--- src/rtl/uio_bus_arbiter_if.sv ---
// Pin-sharing bundle between the two uio requesters and the arbiter.
// The master side drives the requests; the slave side is the arbiter.
interface uio_bus_arbiter_if;
  logic       req_a;
  logic       req_b;
  logic [7:0] a_out;
  logic [7:0] a_oe;
  logic [7:0] b_out;
  logic [7:0] b_oe;
  logic       gnt_a;
  logic       gnt_b;
  logic [7:0] uio_out;
  logic [7:0] uio_oe;
  logic       busy;

  modport master (
    output req_a, req_b, a_out, a_oe, b_out, b_oe,
    input  gnt_a, gnt_b, uio_out, uio_oe, busy
  );

  modport slave (
    input  req_a, req_b, a_out, a_oe, b_out, b_oe,
    output gnt_a, gnt_b, uio_out, uio_oe, busy
  );
endinterface

--- src/rtl/uio_bus_arbiter.sv ---
// Round-robin owner of the 8 uio pads with a forced all-oe-low turnaround gap.
// Define UIO_ARB_TURN_SKIP_EN to skip the gap when the previous owner re-wins.
module uio_bus_arbiter #(
  parameter int unsigned TURN_CYCLES = 2,
  parameter int unsigned MAX_HOLD    = 16
) (
  input  logic             clk,
  input  logic             rst_n,
  uio_bus_arbiter_if.slave bus
);

  typedef enum logic [1:0] {ST_IDLE, ST_GRANT, ST_TURN} state_t;
  typedef enum logic {OWN_A, OWN_B} owner_t;

  localparam logic [3:0] TURN_LAST = 4'(TURN_CYCLES - 1);
  localparam logic [7:0] HOLD_LAST = 8'(MAX_HOLD - 1);
  localparam logic       HOLD_EN   = (MAX_HOLD != 0);

  state_t     r_state, w_state;
  owner_t     r_owner, w_owner;
  owner_t     r_last,  w_last;
  logic [7:0] r_hold,  w_hold;
  logic [3:0] r_turn,  w_turn;
  logic       r_gnt_a, w_gnt_a;
  logic       r_gnt_b, w_gnt_b;
  logic [7:0] r_out,   w_out;
  logic [7:0] r_oe,    w_oe;

  logic       w_any;
  owner_t     w_win;
  logic       w_own_req;
  logic       w_oth_req;
  logic [7:0] w_own_out;
  logic [7:0] w_own_oe;
  logic [7:0] w_win_out;
  logic [7:0] w_win_oe;
  logic       w_release;
  logic       w_skip;
  logic       w_grant;

  always_comb begin
    w_any     = bus.req_a | bus.req_b;
    // On a tie the requester that did not win last time takes the pads.
    w_win     = (bus.req_b && (!bus.req_a || r_last == OWN_A)) ? OWN_B : OWN_A;
    w_own_req = (r_owner == OWN_A) ? bus.req_a : bus.req_b;
    w_oth_req = (r_owner == OWN_A) ? bus.req_b : bus.req_a;
    w_own_out = (r_owner == OWN_A) ? bus.a_out : bus.b_out;
    w_own_oe  = (r_owner == OWN_A) ? bus.a_oe  : bus.b_oe;
    w_win_out = (w_win == OWN_A)   ? bus.a_out : bus.b_out;
    w_win_oe  = (w_win == OWN_A)   ? bus.a_oe  : bus.b_oe;
    w_release = !w_own_req || (HOLD_EN && r_hold == HOLD_LAST && w_oth_req);
  end

`ifdef UIO_ARB_TURN_SKIP_EN
  assign w_skip = w_any && (w_win == r_last);
`else
  assign w_skip = 1'b0;
`endif

  always_comb begin
    w_state = r_state;
    w_owner = r_owner;
    w_last  = r_last;
    w_hold  = r_hold;
    w_turn  = r_turn;
    w_gnt_a = 1'b0;
    w_gnt_b = 1'b0;
    w_out   = '0;
    w_oe    = '0;
    w_grant = 1'b0;

    case (r_state)
      ST_IDLE: begin
        if (w_any) w_grant = 1'b1;
      end
      ST_GRANT: begin
        if (w_release) begin
          w_state = ST_TURN;
          w_turn  = TURN_LAST;
        end else begin
          w_gnt_a = (r_owner == OWN_A);
          w_gnt_b = (r_owner == OWN_B);
          w_out   = w_own_out;
          w_oe    = w_own_oe;
          w_hold  = (r_hold == 8'hFF) ? r_hold : r_hold + 8'd1;
        end
      end
      ST_TURN: begin
        if (w_skip || r_turn == 4'd0) begin
          if (w_any) w_grant = 1'b1;
          else       w_state = ST_IDLE;
        end else begin
          w_turn = r_turn - 4'd1;
        end
      end
      default: w_state = ST_IDLE;
    endcase

    // A fresh grant drives the winner's pins on the same edge gnt rises.
    if (w_grant) begin
      w_state = ST_GRANT;
      w_owner = w_win;
      w_last  = w_win;
      w_hold  = '0;
      w_gnt_a = (w_win == OWN_A);
      w_gnt_b = (w_win == OWN_B);
      w_out   = w_win_out;
      w_oe    = w_win_oe;
    end
  end

  always_ff @(posedge clk or negedge rst_n) begin
    if (!rst_n) begin
      r_state <= ST_IDLE;
      r_owner <= OWN_A;
      r_last  <= OWN_B;
      r_hold  <= '0;
      r_turn  <= '0;
      r_gnt_a <= 1'b0;
      r_gnt_b <= 1'b0;
      r_out   <= '0;
      r_oe    <= '0;
    end else begin
      r_state <= w_state;
      r_owner <= w_owner;
      r_last  <= w_last;
      r_hold  <= w_hold;
      r_turn  <= w_turn;
      r_gnt_a <= w_gnt_a;
      r_gnt_b <= w_gnt_b;
      r_out   <= w_out;
      r_oe    <= w_oe;
    end
  end

  assign bus.gnt_a   = r_gnt_a;
  assign bus.gnt_b   = r_gnt_b;
  assign bus.uio_out = r_out;
  assign bus.uio_oe  = r_oe;
  assign bus.busy    = (r_state != ST_IDLE);

endmodule

--- src/flat_wrapper.sv ---
// flat-port wrapper written by rule: the top's interface ports become plain ports
module uio_bus_arbiter_flat 
#(
  parameter int unsigned TURN_CYCLES = 2,
  parameter int unsigned MAX_HOLD    = 16
)
  (clk, rst_n, bus_req_a, bus_req_b, bus_a_out, bus_a_oe, bus_b_out, bus_b_oe, bus_gnt_a, bus_gnt_b, bus_uio_out, bus_uio_oe, bus_busy);
  uio_bus_arbiter_if bus_i ();
  input  logic clk;
  input  logic rst_n;
  input wire logic [$bits(bus_i.req_a)-1:0] bus_req_a;
  input wire logic [$bits(bus_i.req_b)-1:0] bus_req_b;
  input wire logic [$bits(bus_i.a_out)-1:0] bus_a_out;
  input wire logic [$bits(bus_i.a_oe)-1:0] bus_a_oe;
  input wire logic [$bits(bus_i.b_out)-1:0] bus_b_out;
  input wire logic [$bits(bus_i.b_oe)-1:0] bus_b_oe;
  output wire logic [$bits(bus_i.gnt_a)-1:0] bus_gnt_a;
  output wire logic [$bits(bus_i.gnt_b)-1:0] bus_gnt_b;
  output wire logic [$bits(bus_i.uio_out)-1:0] bus_uio_out;
  output wire logic [$bits(bus_i.uio_oe)-1:0] bus_uio_oe;
  output wire logic [$bits(bus_i.busy)-1:0] bus_busy;
  assign bus_i.req_a = bus_req_a;
  assign bus_i.req_b = bus_req_b;
  assign bus_i.a_out = bus_a_out;
  assign bus_i.a_oe = bus_a_oe;
  assign bus_i.b_out = bus_b_out;
  assign bus_i.b_oe = bus_b_oe;
  assign bus_gnt_a = bus_i.gnt_a;
  assign bus_gnt_b = bus_i.gnt_b;
  assign bus_uio_out = bus_i.uio_out;
  assign bus_uio_oe = bus_i.uio_oe;
  assign bus_busy = bus_i.busy;
  uio_bus_arbiter #(.TURN_CYCLES(TURN_CYCLES), .MAX_HOLD(MAX_HOLD)) u_core (.clk(clk), .rst_n(rst_n), .bus(bus_i));
endmodule
--- config.mk ---
export PLATFORM = sky130hd
export DESIGN_NAME = uio_bus_arbiter_flat
export DESIGN_NICKNAME = d
export VERILOG_FILES = /design/src/rtl/uio_bus_arbiter_if.sv /design/src/rtl/uio_bus_arbiter.sv /design/src/flat_wrapper.sv
export SDC_FILE = /design/constraint.sdc
export NUM_CORES = 1
export LEC_CHECK = 0
export ABC_AREA = 1
export CORE_ASPECT_RATIO = 1.1
export CORE_UTILIZATION = 38
export DETAILED_ROUTE_END_ITERATION = 8
export GPL_TIMING_DRIVEN = 0
export PLACE_DENSITY = 0.65
export SYNTH_ARGS = -nofsm -noshare
export SYNTH_HDL_FRONTEND = slang
export SYNTH_SLANG_ARGS = --single-unit
--- constraint.sdc ---
create_clock -name clk -period 3.13 [get_ports clk]
set_clock_uncertainty 0.1 [all_clocks]
set_input_delay 0.313 -clock clk [delete_from_list [all_inputs] [get_ports clk]]
set_output_delay 0.313 -clock clk [all_outputs]
set_load 0.03 [all_outputs]
==> reports/qor.csv, run 1 <==
metric;value;unit
status;finished, violations left;
failed_checks;hold timing;
period_needed;2.26;ns
yosysSeqAreaShare;38.2;%
finalCritPeriodShare;72.2;%
path_max_fanout;4;
layout-drive-gt1-share;18.8;%
leakage;1.39;nW
setup_viol;0;
area_growth;33.4;%
postCtsSetupBuffers;0;
cts_buffer_depth;2;
yosys.area.top_type;dfrtp_1;
place_congestion;0.813;
cap_violations;0;
final_util;54.1;%
cts_tree;built;
grt_pass1_vias;2052;
grt_usage;20.0;%
grt_max_degree;35;
hold-worst-slack;-0.00325;ns
r2r_slack;1.17;ns
post_cts_resized;0;
fill_cells;528;
core.rowCount;28;
setup_tns;0;ns
slowest_delay;0.70;ns
r2r_end;u_core.bus.uio_oe[2];
crit_required;2.72;ns
power.density;990;nW/um^2
antennaDiodeCount;0;
hold_viol_final;2;
yosysWarnings;0;
power;0.00295;W
cts_buffers;5;
path_buf_inv;3;
viasPerCell;5.08;
drt-pass1-iter-count;4;
gr-total-overflow;0;
pwr-share-clk;14.3;%
startpoint;u_core.r_state[0];
clock-sinks;34;
worst_slew_pin_slew;0.781;ns
antenna_left;0;
hold_class;input pin to async pin;
crit_end;bus_busy;
rsz0062_at_grt;no;
cpMostUsedCell;inv_1;
intPower;0.00157;W
syn_inst;273;
dieArea;6180;um^2
synth_top_area_share;37.0;%
num_vias;2084;
worstReg2RegStart;u_core.r_state[0];
power_frac_seq;24.4;%
antenna_found_initial;0;
cp.arrival;1.85;ns
cts_max_level;2;
avgSynthCellArea;8.17;um^2
ir_drop;0.384;mV
endpoint_kind;output pin;
cp_slowest_cell;clkdlybuf4s50_1;
cts_root_buf;clkbuf_8;
comb_power_share;61.3;%
wl_per_cell;13.4;um
io_pins;55;
die_w;75.0;um
clock_latency;0.29;ns
grt_pass1_wl;9.29;mm
drcViolationCount;0;
synth_nets;315;
path_cells;inv_1, ha_1, inv_1, clkdlybuf4s50_1;
p_sw;0.00138;W
dp_hpwl;3.95;mm
initial_core_util;40.5;%
fin_nets;376;
ys_seq_elements;34;
critPathKind;register to output pin;
drv_slew;0;
fp.coreArea;5500;um^2
r2r_cells;8;
switching_share;46.8;%
cts_hold_buf;0;
relSlewSlack;47.9;%
start_kind;register;
synthDistinctLibCells;32;
io_buffers;54;
wl;5.51;mm
cpLargestDelayFamily;buffers and inverters;
synth.cell_area;2230;um^2
synth_area_leaders;dfrtp_1 37%, nand3_1 9.9%, nand2_1 8.9%, mux2_2 8.1%, nand4_1 5.3%;
clock.fmax;442;MHz
die_y;82.3;um
clkTransAtPathRegs;0.07;ns
critical_path_depth;4;
drt_iter0_markers;77;
## area by class of cell
cell class / instances / area, um^2 / share of cell area, %
Buffer: 10 / 65.1 / 2.19
Clock buffer: 7 / 86.3 / 2.90
Clock inverter: 1 / 30.0 / 1.01
Inverter: 26 / 103 / 3.45
Multi-Input combinational cell: 203 / 1210 / 40.7
Sequential cell: 34 / 852 / 28.6
Tap cell: 75 / 93.8 / 3.15
Timing Repair Buffer: 54 / 536 / 18.0
## flip-flops by register name, summed over array words and instances (netlist names)
name,flops
u_core.bus.gnt_b,1
u_core.bus.uio_oe,8
u_core.r_last,1
u_core.r_hold,8
u_core.r_turn,4
u_core.r_state,2
u_core.bus.uio_out,8
u_core.bus.gnt_a,1
u_core.r_owner,1
## power groups by stage
stage	Clock (W)	Sequential, W	Combinational [W]
CTS	0.000434	0.000721	0.00182
floorplan	0	0.000941	0.00103
global placement	0	0.000730	0.00180
finish	0.000421	0.000720	0.00181
global route	0.000448	0.000743	0.00198
detailed placement	0	0.000724	0.00182
## through the flow
stage	instances	instance area [um^2]	worst slack (ns)
floorplan	273	2230	1.34
global placement	402	2860	0.830
detailed placement	402	2860	1.15
CTS	410	2980	0.841
global route	410	2980	0.769
finish	410	2980	0.870
## cell usage after synthesis, drive strengths merged
cell and instances:
mux2 16, xnor2 1, o21ai 6, nand4 19, a31oi 1, ha 6, clkbuf 2, dfrtp 33
inv 25, nor2 18, buf 8, xor2 1, nor3 4, a21oi 4, clkinv 1, nand3 46
nand2 73, dfstp 1, o21bai 8
## metal layers
metal | track usage, % | share of wire (%) | up-vias
met1 | 25.4 | 44 | 974
met2 | 33.7 | 50 | 59
li1 | - | - | 1040
met4 | 7.74 | 1.9 | 0
met5 | 0 | 0 | -
met3 | 3.28 | 4.2 | 11
## cells in the final DEF (no fill, tap or decap)
cell type,Yosys,routed
nand2_1,53,53
ha_1,6,6
nand4_1,19,19
nand3_2,2,2
clkdlybuf4s50_1,0,53
buf_4,1,1
nor2_8,1,1
buf_6,1,1
clkbuf_8,0,6
a21oi_1,3,3
a31oi_1,1,1
a21oi_2,1,1
clkbuf_1,2,3
nand2_8,1,1
nor2_2,1,1
nand2_2,17,17
xor2_1,1,1
inv_1,21,21
nand3_1,44,44
mux2_2,16,16
inv_2,4,4
buf_8,1,1
bufinv_16,0,1
xnor2_1,1,1
nor3_1,4,4
o21ai_2,1,1
buf_1,1,1
nand2_4,2,2
nor2_1,16,16
buf_2,4,5
dfstp_2,1,1
o21ai_1,5,5
o21bai_1,8,8
clkinv_4,1,1
dfrtp_1,33,33
## worst min path at each step
stage                   from                to  slack, ns
6_report               rst_n  u_core.r_turn[2]     -0.003
5_1_grt                rst_n  u_core.r_turn[3]       0.07
4_1_cts                rst_n  u_core.r_turn[2]       0.02
3_5_place_dp           rst_n  u_core.r_hold[1]       0.35
3_3_place_gp   u_core.r_last     u_core.r_last       0.36
2_1_floorplan          rst_n  u_core.bus.gnt_a      -0.08
## logic make-up after synthesis
kind of cell             count (synthesis)  synth area share, %
XOR/XNOR                                 2                0.786
adder cells (fa/ha/maj)                  6                 3.37
AND/OR/NAND/NOR                        160                 36.5
AO/OA/AOI/OAI                           19                 5.56
flip-flops                              34                 38.2
buffers and inverters                   36                 7.52
multiplexers                            16                 8.08
(Power assumes the default switching activity.)
==> inputs of run 2 (changes only) <==
==> constraint.sdc (replaced) <==
create_clock -name clk -period 2.1 [get_ports clk]
set_clock_uncertainty 0.1 [all_clocks]
set_input_delay 0.21 -clock clk [delete_from_list [all_inputs] [get_ports clk]]
set_output_delay 0.21 -clock clk [all_outputs]
set_load 0.03 [all_outputs]
==> reports/qor.csv, run 2 (same netlist as run 1, synthesis figures left out) <==
metric;value;unit;change
hold-worst-slack;0.366;ns;was -0.00325 ns
path_buf_inv;3;;unchanged
area_growth;34.0;%;was 33.4%
cts_buffer_depth;2;;unchanged
clkTransAtPathRegs;0.07;ns;about the same
setup_tns;0;ns;unchanged
slowest_delay;0.45;ns;was 0.70 ns
final_cell_mix;53 x nand2_1, 52 x clkdlybuf4s50_1, 44 x nand3_1, 33 x dfrtp_1, 21 x inv_1;;was 53 x nand2_1, 53 x clkdlybuf4s50_1, 44 x nand3_1, 33 x dfrtp_1, 21 x inv_1
die_y;82.3;um;unchanged
gr-total-overflow;0;;unchanged
cts_buffers;5;;unchanged
cts_root_buf;clkbuf_8;;unchanged
fin_nets;377;;was 376
antennaDiodeCount;0;;unchanged
postCtsSetupBuffers;0;;unchanged
grt_usage;20.0;%;about the same
r2r_cells;6;;was 8
core.rowCount;28;;unchanged
io_pins;55;;unchanged
cap_violations;0;;unchanged
dp_slack;0.123;ns;was 1.15 ns
drt_iter0_markers;70;;was 77
period_needed;1.93;ns;
setup_ws;0.167;ns;was 0.870 ns
antenna_found_initial;0;;unchanged
cts_tree;built;;unchanged
final_common_cell;nand2_1;;
hold_path_depth;2;;
path_cells;inv_1, ha_1, clkbuf_1, buf_1, nand4_1, nand3_1;;was inv_1, ha_1, inv_1, clkdlybuf4s50_1
cp.arrival;2.05;ns;was 1.85 ns
wl;5.53;mm;was 5.51 mm
status;finished clean;;was finished, violations left
grt_pass1_vias;2054;;was 2052
layout-drive-gt1-share;19.0;%;was 18.8%
drv_slew;0;;unchanged
leakage;1.40;nW;was 1.39 nW
clock_latency;0.29;ns;about the same
cts_max_level;2;;unchanged
dieArea;6180;um^2;unchanged
endpoint_kind;register;;was output pin
path_max_fanout;10;;was 4
grt_pass1_wl;9.30;mm;was 9.29 mm
worst_slew_pin_slew;0.790;ns;was 0.781 ns
setup_viol;0;;unchanged
critPathKind;register to register;;was register to output pin
dp_hpwl;3.95;mm;unchanged
viasPerCell;5.10;;was 5.08
clock-sinks;34;;unchanged
relSlewSlack;47.3;%;was 47.9%
power.density;1470;nW/um^2;was 990 nW/um^2
dp.cells;402;;unchanged
hold_viol_final;0;;was 2
io_buffers;54;;unchanged
start_kind;register;;unchanged
place_congestion;0.813;;unchanged
finalCritPeriodShare;92.1;%;
hold_class;register to register;;was input pin to async pin
rsz0062_at_grt;no;;unchanged
cp_slowest_cell;buf_1;;was clkdlybuf4s50_1
die_w;75.0;um;unchanged
critical_path_depth;6;;was 4
cpLargestDelayFamily;buffers and inverters;;unchanged
initial_core_util;40.5;%;unchanged
wl_per_cell;13.4;um;about the same
drcViolationCount;0;;unchanged
ir_drop;0.570;mV;was 0.384 mV
grt_max_degree;35;;unchanged
drt-pass1-iter-count;5;;was 4
final_cell_count_no_fill;411;;was 410
crit_required;2.22;ns;was 2.72 ns
fp.coreArea;5500;um^2;unchanged
num_vias;2098;;was 2084
antenna_left;0;;unchanged
clock.fmax;517;MHz;
[run 2: worst paths after layout]
| check | endpoint | start | slack (ns) |
|---|---|---|---|
| setup / recovery | u_core.bus.uio_oe[2] | u_core.r_state[1] | 0.17 |
| hold / removal | u_core.r_last | u_core.r_last | 0.37 |
| setup reg to reg | u_core.bus.uio_oe[2] | u_core.r_state[1] | 0.17 |
| hold reg to reg | u_core.r_last | u_core.r_last | 0.37 |
| max in group asynchronous | u_core.bus.uio_oe[4] | rst_n | 0.96 |
| min in group asynchronous | u_core.r_turn[2] | rst_n | 0.43 |
[run 2: cell type report]
cell class              count  area, um^2
inverters                  26         103
multi-input cells         203        1210
flip-flops and latches     34         852
fillers                   525        2510
clock buffers               7        86.3
clock inverters             1        30.0
plain buffers              10        65.1
well taps                  75        93.8
repair buffers             55         544
[run 2: stage by stage]
stage               area, um^2  power (W)  utilization [%]
global placement          2860    0.00377             52.1
floorplan                 2230    0.00294                -
finish                    2990    0.00439             54.3
detailed placement        2860    0.00379             52.0
CTS                       2980    0.00443             54.3
global route              2990    0.00473             54.3
[run 2: power breakdown]
part / leakage (nW) / switching, W / total, W / internal [W]
Clock: 0.0585 / 0.000238 / 0.000625 / 0.000387
Sequential: 0.441 / 0.000141 / 0.00107 / 0.000933
Combinational: 0.897 / 0.00168 / 0.00269 / 0.00101
Total: 1.40 / 0.00206 / 0.00439 / 0.00233
[run 2: what timing repair did]
action                     CTS  global route
hold endpoints to repair    33             0
setup endpoints to repair    1            10
gates resized for setup      1             1
hold buffers                 1             0
[run 2: routing by layer]
metal | global-route usage [%] | vias to the layer above | wire, um
met3 | 3.28 | 11 | 260
met2 | 33.8 | 76 | 2740
met4 | 7.74 | 0 | 91
met1 | 25.4 | 967 | 2440
met5 | 0 | - | 0
li1 | - | 1044 | -
[run 2: tightest hold or removal path, stage by stage (launching register included)]
cell	delay, ns
dfstp_2	0.37
nand2_1	0.05
nand2_1	0.04
==> inputs of run 3 (changes only) <==
--- a/config.mk
+++ b/config.mk
@@ -8,6 +8,7 @@
 export ABC_AREA = 1
 export CORE_ASPECT_RATIO = 1.1
 export CORE_UTILIZATION = 38
+export CTS_BUF_LIST = sky130_fd_sc_hd__clkbuf_4 sky130_fd_sc_hd__clkbuf_8
 export DETAILED_ROUTE_END_ITERATION = 8
 export GPL_TIMING_DRIVEN = 0
 export PLACE_DENSITY = 0.65
==> reports/qor.csv, run 3 (same netlist as run 1, synthesis figures left out) <==
metric;value;unit;change
grt_max_degree;35;;unchanged
place_congestion;0.813;;unchanged
path_cells;inv_1, ha_1, clkbuf_1, buf_1, nand4_1, nand3_1;;unchanged
cpLargestDelayFamily;buffers and inverters;;unchanged
rsz0062_at_grt;no;;unchanged
cts_tree;built;;unchanged
clock-sinks;34;;unchanged
viasPerCell;5.01;;was 5.10
r2r_end;u_core.bus.uio_oe[3];;was u_core.bus.uio_oe[2]
gr-total-overflow;0;;unchanged
clkTransAtPathRegs;0.07;ns;about the same
worstReg2RegStart;u_core.r_state[1];;unchanged
hold_class;register to register;;unchanged
final_cell_mix;53 x nand2_1, 52 x clkdlybuf4s50_1, 44 x nand3_1, 33 x dfrtp_1, 21 x inv_1;;unchanged
layout-drive-gt1-share;19.3;%;was 19.0%
fp.coreArea;5500;um^2;unchanged
io_buffers;54;;unchanged
slowest_delay;0.45;ns;about the same
drt_iter0_markers;71;;was 70
die_w;75.0;um;unchanged
initial_core_util;40.5;%;unchanged
switching_share;46.8;%;was 46.9%
die_y;82.3;um;unchanged
setup_viol;0;;unchanged
grt_pass1_vias;2049;;was 2054
grt_pass1_wl;9.29;mm;was 9.30 mm
p_sw;0.00206;W;about the same
area_growth;34.1;%;was 34.0%
cp_slowest_cell;buf_1;;unchanged
antenna_found_initial;0;;unchanged
dieArea;6180;um^2;unchanged
dp_hpwl;3.95;mm;unchanged
core.rowCount;28;;unchanged
fin_nets;377;;unchanged
critPathKind;register to register;;unchanged
drcViolationCount;0;;unchanged
finalCritPeriodShare;91.9;%;was 92.1%
final_common_cell;nand2_1;;unchanged
wl;5.53;mm;about the same
antennaDiodeCount;0;;unchanged
worst_slew_pin_slew;0.788;ns;was 0.790 ns
leakage;1.40;nW;about the same
holdCritStartpoint;u_core.r_last;;unchanged
path_buf_inv;3;;unchanged
power;0.00440;W;was 0.00439 W
clock.fmax;518;MHz;was 517 MHz
start_kind;register;;unchanged
ir_drop;0.570;mV;about the same
grt_usage;20.0;%;unchanged
drt-pass1-iter-count;4;;was 5
intPower;0.00234;W;was 0.00233 W
r2r_cells;6;;unchanged
r2r_slack;0.17;ns;about the same
drv_slew;0;;unchanged
cap_violations;0;;unchanged
hold_viol_final;0;;unchanged
cp.arrival;2.05;ns;about the same
cts_root_buf;clkbuf_8;;unchanged
hold-worst-slack;0.367;ns;was 0.366 ns
relSlewSlack;47.4;%;was 47.3%
wl_per_cell;13.5;um;was 13.4 um
clock_latency;0.29;ns;about the same
holdPathEnd;u_core.r_last;;unchanged
crit_required;2.22;ns;about the same
endpoint_kind;register;;unchanged
power.density;1470;nW/um^2;about the same
cts_buffers;5;;unchanged
period_needed;1.93;ns;about the same
cts_max_level;2;;unchanged
hold_path_depth;2;;unchanged
status;finished clean;;unchanged
io_pins;55;;unchanged
pwr-share-clk;14.6;%;was 14.2%
path_max_fanout;10;;unchanged
postCtsSetupBuffers;0;;unchanged
antenna_left;0;;unchanged
power_frac_seq;24.4;%;was 24.5%
cts_buffer_depth;2;;unchanged
comb_power_share;61.1;%;was 61.3%
num_vias;2058;;was 2098
==> run 3: cell counts in the layout (fill, tap and decap cells not counted) <==
No cell type changed its count.
==> run 3: area by class of cell <==
class | count | area [um^2]
fillers | 524 | 2510
multi-input cells | 203 | 1210
flip-flops and latches | 34 | 852
repair buffers | 55 | 544
inverters | 26 | 103
well taps | 75 | 93.8
clock buffers | 7 | 90.1
plain buffers | 10 | 65.1
clock inverters | 1 | 30.0
==> run 3: metal layers <==
layer,vias up,global-route usage (%),part of all wire [%]
met3,11,3.28,3.8
met2,54,33.8,49
met5,-,0,0
met1,951,25.4,45
li1,1042,-,-
met4,0,7.74,1.9
==> run 3: how the worst max path moves through the flow <==
stage | from | endpoint | slack, ns | cells past startpoint
final | u_core.r_state[1] | u_core.bus.uio_oe[3] | 0.17 | 6
after global routing | u_core.r_state[0] | u_core.r_hold[5] | 0.0006 | 9
after CTS | u_core.r_state[0] | u_core.r_hold[0] | 0.11 | 9
after detailed placement | u_core.r_state[0] | u_core.r_hold[7] | 0.12 | 9
after global placement | rst_n | u_core.bus.uio_out[3] | -0.1 | 1
after floorplan | u_core.r_state[0] | u_core.r_hold[2] | 0.31 | 10
==> run 3: worst register-to-register path: cells and delay by family (launching register included) <==
kind / cells / cell delay, ns
adder cells (fa/ha/maj): 1 / 0.15
AND/OR/NAND/NOR: 2 / 0.28
buffers and inverters: 3 / 0.90
flip-flops: 1 / 0.43
==> run 3: timing repair <==
action,in CTS,in global routing
gates resized for setup,1,1
endpoints found under the setup margin,1,10
hold endpoints to repair,33,0
hold buffers,1,0
==> run 3: power by group through the flow <==
stage          logic, W  registers, W  clock network [W]
4_1_cts         0.00271       0.00107           0.000660
6_report        0.00269       0.00107           0.000641
3_3_place_gp    0.00268       0.00109                  0
3_5_place_dp    0.00271       0.00108                  0
2_1_floorplan   0.00154       0.00140                  0
5_1_grt         0.00295       0.00111           0.000684
==> run 3: per-stage QoR <==
step                instances  TNS, ns  setup slack, ns  cell area [um^2]  utilization (%)
detailed placement        402        0            0.123              2860             52.0
global placement          402    -3.17          -0.0974              2860             52.1
CTS                       411        0            0.108              2990             54.3
finish                    411        0            0.170              2990             54.4
floorplan                 273        0            0.305              2230                -
global route              411        0         0.000587              2990             54.4
